File: config.mk
export PLATFORM = sky130hd
export DESIGN_NAME = patch_stim_check_flat
export DESIGN_NICKNAME = d
export VERILOG_FILES = /design/src/rtl/patch_stim_check_if.sv /design/src/rtl/patch_stim_check.sv /design/src/flat_wrapper.sv
export SDC_FILE = /design/constraint.sdc
export NUM_CORES = 1
export LEC_CHECK = 0
export ABC_AREA = 0
export CAP_MARGIN = 20
export CORE_MARGIN = 4
export CORE_UTILIZATION = 44
export CTS_BUF_LIST = sky130_fd_sc_hd__clkbuf_8 sky130_fd_sc_hd__clkbuf_16
export DETAILED_ROUTE_END_ITERATION = 12
export PLACE_DENSITY = 0.76
export SKIP_CTS_REPAIR_TIMING = 1
export SLEW_MARGIN = 20
export SYNTH_ARGS = -nofsm -noshare
export SYNTH_HDL_FRONTEND = slang
export SYNTH_SLANG_ARGS = --single-unit
export TNS_END_PERCENT = 50
File: constraint.sdc
create_clock -name clk -period 1.9 [get_ports clk]
set_input_delay 0.19 -clock clk [delete_from_list [all_inputs] [get_ports clk]]
set_output_delay 0.19 -clock clk [all_outputs]
set_load 0.05 [all_outputs]
File: src/rtl/patch_stim_check_if.sv
// rtl/patch_stim_check_if.sv - stimulus/response bundle between checker and patch under test
interface patch_stim_check_if;
  logic pat_a;
  logic pat_b;
  logic pat_c;
  logic pat_g1;
  logic patch_out;
  logic golden_out;

  modport master (
    output pat_a, pat_b, pat_c, pat_g1,
    input  patch_out, golden_out
  );

  modport slave (
    input  pat_a, pat_b, pat_c, pat_g1,
    output patch_out, golden_out
  );
endinterface

File: src/rtl/patch_stim_check.sv
// rtl/patch_stim_check.sv - exhaustive 4-input sweep checker comparing patch against golden response
// Optional response MISR enabled by defining PATCH_CHK_MISR_EN.
module patch_stim_check #(
  parameter int unsigned REPEAT = 1
) (
  input  logic                clk,
  input  logic                rst,
  input  logic                start,
  patch_stim_check_if.master  pif,
  output logic                busy,
  output logic                done,
  output logic                pass,
  output logic [7:0]          mismatch_cnt,
  output logic [3:0]          first_fail_vec,
  output logic                first_fail_vld,
  output logic [15:0]         signature
);

  typedef enum logic [1:0] {IDLE, RUN, DRAIN, DONE} state_t;

  localparam logic [7:0] LAST_SWEEP = 8'(REPEAT - 1);

  state_t      state_q, state_d;
  logic [3:0]  vec_q, vec_d;
  logic [7:0]  sweep_q, sweep_d;
  logic        cmp_q, cmp_d;
  logic        cmp_vld_q, cmp_vld_d;
  logic [3:0]  vec_p_q, vec_p_d;
  logic [7:0]  mm_q, mm_d;
  logic [3:0]  ffv_q, ffv_d;
  logic        ffvld_q, ffvld_d;
  logic [15:0] sig_q, sig_d;

`ifdef PATCH_CHK_MISR_EN
  logic        pout_q, pout_d;

  function automatic logic [15:0] misr_step(input logic [15:0] s, input logic d);
    logic fb;
    fb = s[15] ^ d;
    return {s[14:0], 1'b0} ^ (fb ? 16'h1021 : 16'h0000);
  endfunction
`endif

  always_comb begin
    state_d   = state_q;
    vec_d     = vec_q;
    sweep_d   = sweep_q;
    cmp_d     = pif.patch_out != pif.golden_out;
    cmp_vld_d = 1'b0;
    vec_p_d   = vec_q;
    mm_d      = mm_q;
    ffv_d     = ffv_q;
    ffvld_d   = ffvld_q;
    sig_d     = sig_q;
`ifdef PATCH_CHK_MISR_EN
    pout_d    = pif.patch_out;
    if (cmp_vld_q) sig_d = misr_step(sig_q, pout_q);
`endif

    // Second stage: fold the comparison captured on the previous RUN cycle
    if (cmp_vld_q && cmp_q) begin
      if (mm_q != 8'hFF) mm_d = mm_q + 8'd1;
      if (!ffvld_q) begin
        ffv_d   = vec_p_q;
        ffvld_d = 1'b1;
      end
    end

    case (state_q)
      IDLE, DONE: begin
        if (start) begin
          state_d = RUN;
          vec_d   = 4'd0;
          sweep_d = 8'd0;
          mm_d    = 8'd0;
          ffv_d   = 4'd0;
          ffvld_d = 1'b0;
          sig_d   = 16'h0000;
        end
      end
      RUN: begin
        cmp_vld_d = 1'b1;
        vec_d     = vec_q + 4'd1;
        if (vec_q == 4'd15) begin
          if (sweep_q == LAST_SWEEP) state_d = DRAIN;
          else                       sweep_d = sweep_q + 8'd1;
        end
      end
      DRAIN: state_d = DONE;
      default: state_d = IDLE;
    endcase
  end

  always_ff @(posedge clk) begin
    if (rst) begin
      state_q   <= IDLE;
      vec_q     <= 4'd0;
      sweep_q   <= 8'd0;
      cmp_q     <= 1'b0;
      cmp_vld_q <= 1'b0;
      vec_p_q   <= 4'd0;
      mm_q      <= 8'd0;
      ffv_q     <= 4'd0;
      ffvld_q   <= 1'b0;
      sig_q     <= 16'h0000;
`ifdef PATCH_CHK_MISR_EN
      pout_q    <= 1'b0;
`endif
    end else begin
      state_q   <= state_d;
      vec_q     <= vec_d;
      sweep_q   <= sweep_d;
      cmp_q     <= cmp_d;
      cmp_vld_q <= cmp_vld_d;
      vec_p_q   <= vec_p_d;
      mm_q      <= mm_d;
      ffv_q     <= ffv_d;
      ffvld_q   <= ffvld_d;
      sig_q     <= sig_d;
`ifdef PATCH_CHK_MISR_EN
      pout_q    <= pout_d;
`endif
    end
  end

  assign pif.pat_g1     = vec_q[3];
  assign pif.pat_a      = vec_q[2];
  assign pif.pat_b      = vec_q[1];
  assign pif.pat_c      = vec_q[0];
  assign busy           = (state_q == RUN) || (state_q == DRAIN);
  assign done           = (state_q == DONE);
  assign pass           = (state_q == DONE) && (mm_q == 8'd0);
  assign mismatch_cnt   = mm_q;
  assign first_fail_vec = ffv_q;
  assign first_fail_vld = ffvld_q;
`ifdef PATCH_CHK_MISR_EN
  assign signature      = sig_q;
`else
  assign signature      = 16'h0000;
`endif

endmodule

File: src/flat_wrapper.sv
// flat-port wrapper written by rule: the top's interface ports become plain ports
module patch_stim_check_flat 
#(
  parameter int unsigned REPEAT = 1
)
  (clk, rst, start, busy, done, pass, mismatch_cnt, first_fail_vec, first_fail_vld, signature, pif_pat_a, pif_pat_b, pif_pat_c, pif_pat_g1, pif_patch_out, pif_golden_out);
  patch_stim_check_if pif_i ();
  input  logic clk;
  input  logic rst;
  input  logic start;
  output logic busy;
  output logic done;
  output logic pass;
  output logic [7:0] mismatch_cnt;
  output logic [3:0] first_fail_vec;
  output logic first_fail_vld;
  output logic [15:0] signature;
  output wire logic [$bits(pif_i.pat_a)-1:0] pif_pat_a;
  output wire logic [$bits(pif_i.pat_b)-1:0] pif_pat_b;
  output wire logic [$bits(pif_i.pat_c)-1:0] pif_pat_c;
  output wire logic [$bits(pif_i.pat_g1)-1:0] pif_pat_g1;
  input wire logic [$bits(pif_i.patch_out)-1:0] pif_patch_out;
  input wire logic [$bits(pif_i.golden_out)-1:0] pif_golden_out;
  assign pif_pat_a = pif_i.pat_a;
  assign pif_pat_b = pif_i.pat_b;
  assign pif_pat_c = pif_i.pat_c;
  assign pif_pat_g1 = pif_i.pat_g1;
  assign pif_i.patch_out = pif_patch_out;
  assign pif_i.golden_out = pif_golden_out;
  patch_stim_check #(.REPEAT(REPEAT)) u_core (.clk(clk), .rst(rst), .start(start), .pif(pif_i), .busy(busy), .done(done), .pass(pass), .mismatch_cnt(mismatch_cnt), .first_fail_vec(first_fail_vec), .first_fail_vld(first_fail_vld), .signature(signature));
endmodule
==> qor.csv <==
stage;metric;value;unit
run_status;outcome;completed;
clocking;clock_sinks;33;
clocking;clock_latency;0.29;ns
timing;drv_slew;0;
setup_path;crit_fanout;4;
setup_path;critPathKind;reg -> reg;
power_and_ir_drop;peakVddDrop;0.7693;mV
timing;layout_setup_ws;0.04671;ns
synthesis;synth_compound_area_share;14.64;%
route;antenna_left;0;
final_layout;final_layout_size_suffix_gt1_share;17.70;%
global_route;grt_usage;16.06;%
final_layout;fin_cells;272;
global_route;antenna_found_initial;0;
power_and_ir_drop;p_sw;836.2;uW
synthesis;synth-xor-area-share;1.618;%
synthesis;synth_async_sr_flop_share;0;%
die;die_y;68.76;um
worst_hold_path;holdPathEnd;u_core.first_fail_vec[2];
route;num_vias;1361;
die;row_count;21;
worst_hold_path;hp-class;reg -> reg;
synthesis;syn_inst;188;
clocking;cts_tree;built;
clocking;cts_max_path_buffers;2;
clocking;path_clk_slew;0.06;ns
global_route;grt_max_degree;14;
synthesis;yosysUniqueCellTypes;42;
global_route;grt_pass1_vias;1187;
timing;post-route-min-period;1.853;ns
setup_path;start_kind;flip-flop;
final_layout;fillers;315;
synthesis;ys_seq_area_share;40.68;%
timing;rsz0062_at_grt;yes;
final_layout;final_cell_mix;dfxtp_1, clkdlybuf4s50_1, conb_1;
die;core_area;3442;sq um
timing;worstMarginPinSlew;0.5066;ns
worst_hold_path;hold_depth;2;
synthesis;muxShareOfSynthArea;3.082;%
placed_design;port_buffers;24;
synthesis;yosys.area_share.adder;6.163;%
synthesis;synth_edf_count;0;
synthesis;ys_ff_latch;33;
global_route;grt_pass1_wl;5554;um
setup_path;r2r-end;u_core.sweep_q[5];
setup_path;reg2reg_slack;0.05;ns
synthesis;synth_simple_gate_area_share;23.11;%
worst_hold_path;hp-start;u_core.vec_p_q[2];
synthesis;yosysWarnings;0;
route;dr.pass1.iters;4;
clocking;numCtsBuffers;5;
die;floorplan.initialDensity;47.18;%
final_layout;areaGrowthSynthToFinish;29.81;%
final_layout;antenna_cells;0;
setup_path;required;2.12;ns
die;dieArea;4727;sq um
timing;final_hold_viol_count;0;
route;wl_per_cell;12.32;um
synthesis;syn_area;1624;sq um
power_and_ir_drop;power_density;1092;nW/um^2
placed_design;place_inst;263;
final_layout;layout.nets;238;
power_and_ir_drop;seqPwrFrac;34.2;%
clocking;htree_levels;2;
timing;fin_crit_sh;97.54;%
setup_path;end_kind;flip-flop;
die;ios;41;
synthesis;avgSynthCellArea;8.639;sq um
power_and_ir_drop;switching_share;36.32;%
route;wl;3351;um
run;maxCapViolCount;0;
synthesis;synth_top_family_by_area;simple AND/OR/NAND/NOR gates;
timing;max_freq;0.5396;GHz
placed_design;place_ws;0.01985;ns
synthesis;synth_flop_cell;dfxtp_1;
clocking;root_buffer;clkbuf_8;
power_and_ir_drop;p_leak;0.0008393;uW
timing;setup_violations;0;
route;vias_per_cell;5.004;
power_and_ir_drop;p_int;1466;uW
placed_design;dpl.hpwl;2551;um
global_route;grt_overflow;0;
die;die_w;68.76;um
placed_design;routabilityCongestion;0.7911;
setup_path;r2r_start;u_core.sweep_q[1];
setup_path;r2r_cells;6;
power_and_ir_drop;p_clk_share;26.6;%
setup_path;cp.arrival;2.07;ns
timing;fin_worst_skew;0.005500;ns
final_layout;layout_commonest_cell;dfxtp_1;
power_and_ir_drop;power_frac_comb;39.2;%
route;drt_iter0_drc;49;
route;drc;0;
timing;max_slew_margin;66.12;%
[Yosys cell counts (all sizes together), types with 2 or more instances]
library cell | instances | area share, %
a21oi | 16 | 4.9
nand2 | 10 | 2.3
or4 | 3 | 1.4
nor2b | 7 | 2.7
dfxtp | 33 | 41
and3 | 3 | 1.2
clkbuf | 3 | 0.69
inv | 9 | 2.1
xnor2 | 2 | 1.1
nand4 | 2 | 0.77
mux2i | 5 | 3.1
nor3 | 3 | 0.92
o31ai | 2 | 0.92
buf | 17 | 7.7
o21ai | 12 | 3.7
or3 | 8 | 3.1
and2 | 2 | 0.77
nor4b | 2 | 1.1
nand3 | 8 | 2.5
nor2 | 14 | 3.2
ha | 8 | 6.2
[power groups by stage]
stage                     sequential (uW)  clock (uW)  combinational (uW)
after global placement                794           0                 866
after floorplan                       826           0                 597
after global routing                  797         661                 976
after CTS                             780         632                 881
after detailed placement              796           0                 881
final                                 788         612                 903
[worst max-delay path by stage]
| stage | startpoint | end | slack (ns) |
|---|---|---|---|
| after floorplan | u_core.mismatch_cnt[0] | u_core.mismatch_cnt[7] | 0.002 |
| after detailed placement | u_core.state_q[1] | u_core.sweep_q[7] | 0.02 |
| final | u_core.sweep_q[1] | u_core.sweep_q[5] | 0.05 |
| after global routing | u_core.sweep_q[1] | u_core.sweep_q[3] | -0.002 |
| after global placement | u_core.state_q[1] | u_core.sweep_q[6] | 0.07 |
| after CTS | u_core.state_q[1] | u_core.sweep_q[7] | 0.0002 |
[metal layers]
metal  vias up  GRT usage (%)  routed length [um]
li1        705              -                   -
met1       611          22.35                1594
met2        39          22.29                1446
met3         6          5.673                 245
met4         0          6.569                  65
met5         -              0                   0
[critical path, cell delays in order, from the launching register on]
cell     delay (ns)
dfxtp_2        0.34
inv_1          0.05
ha_1           0.18
nor4b_1        0.16
a221o_1        0.39
or4_4          0.53
a21oi_2        0.14
[registers in the layout, indices dropped and copies added, names as in the netlist]
signal                 count
u_core.mismatch_cnt        8
u_core.cmp_q               1
u_core.cmp_vld_q           1
u_core.sweep_q             8
u_core.state_q             2
u_core.vec_p_q             4
u_core.first_fail_vld      1
u_core.first_fail_vec      4
u_core.vec_p_d             4
[area by class of cell]
class | instances | area [sq um] | share of cell area (%)
inverters | 9 | 33.78 | 1.602
clock buffers | 7 | 107.6 | 5.104
repair buffers | 35 | 331.6 | 15.73
well taps | 46 | 57.56 | 2.730
multi-input cells | 141 | 898.4 | 42.61
flip-flops and latches | 33 | 675.6 | 32.05
clock inverters | 1 | 3.754 | 0.1780
[per-stage QoR]
| stage | utilization, % | hold slack, ns | power, uW | setup TNS (ns) | area (sq um) |
|---|---|---|---|---|---|
| 2_1_floorplan | - | 0.2616 | 1423 | 0 | 1722 |
| 3_3_place_gp | 57.03 | 0.4451 | 1660 | 0 | 1963 |
| 3_5_place_dp | 57.03 | 0.4608 | 1677 | 0 | 1963 |
| 4_1_cts | 60.27 | 0.4757 | 2293 | 0 | 2074 |
| 5_1_grt | 61.25 | 0.5101 | 2434 | -0.003280 | 2108 |
| 6_report | 61.25 | 0.4647 | 2302 | 0 | 2108 |
[logic make-up (layout without fill, tap and decap cells)]
group,after synthesis,in the layout
flops,33,33
other cells,1,16
buf+inv,29,52
fa+ha+maj,8,8
simple gates,69,69
mux,5,5
xor+xnor,3,3
compound gates,40,40
Note: power is estimated with default switching activity, not from simulation.
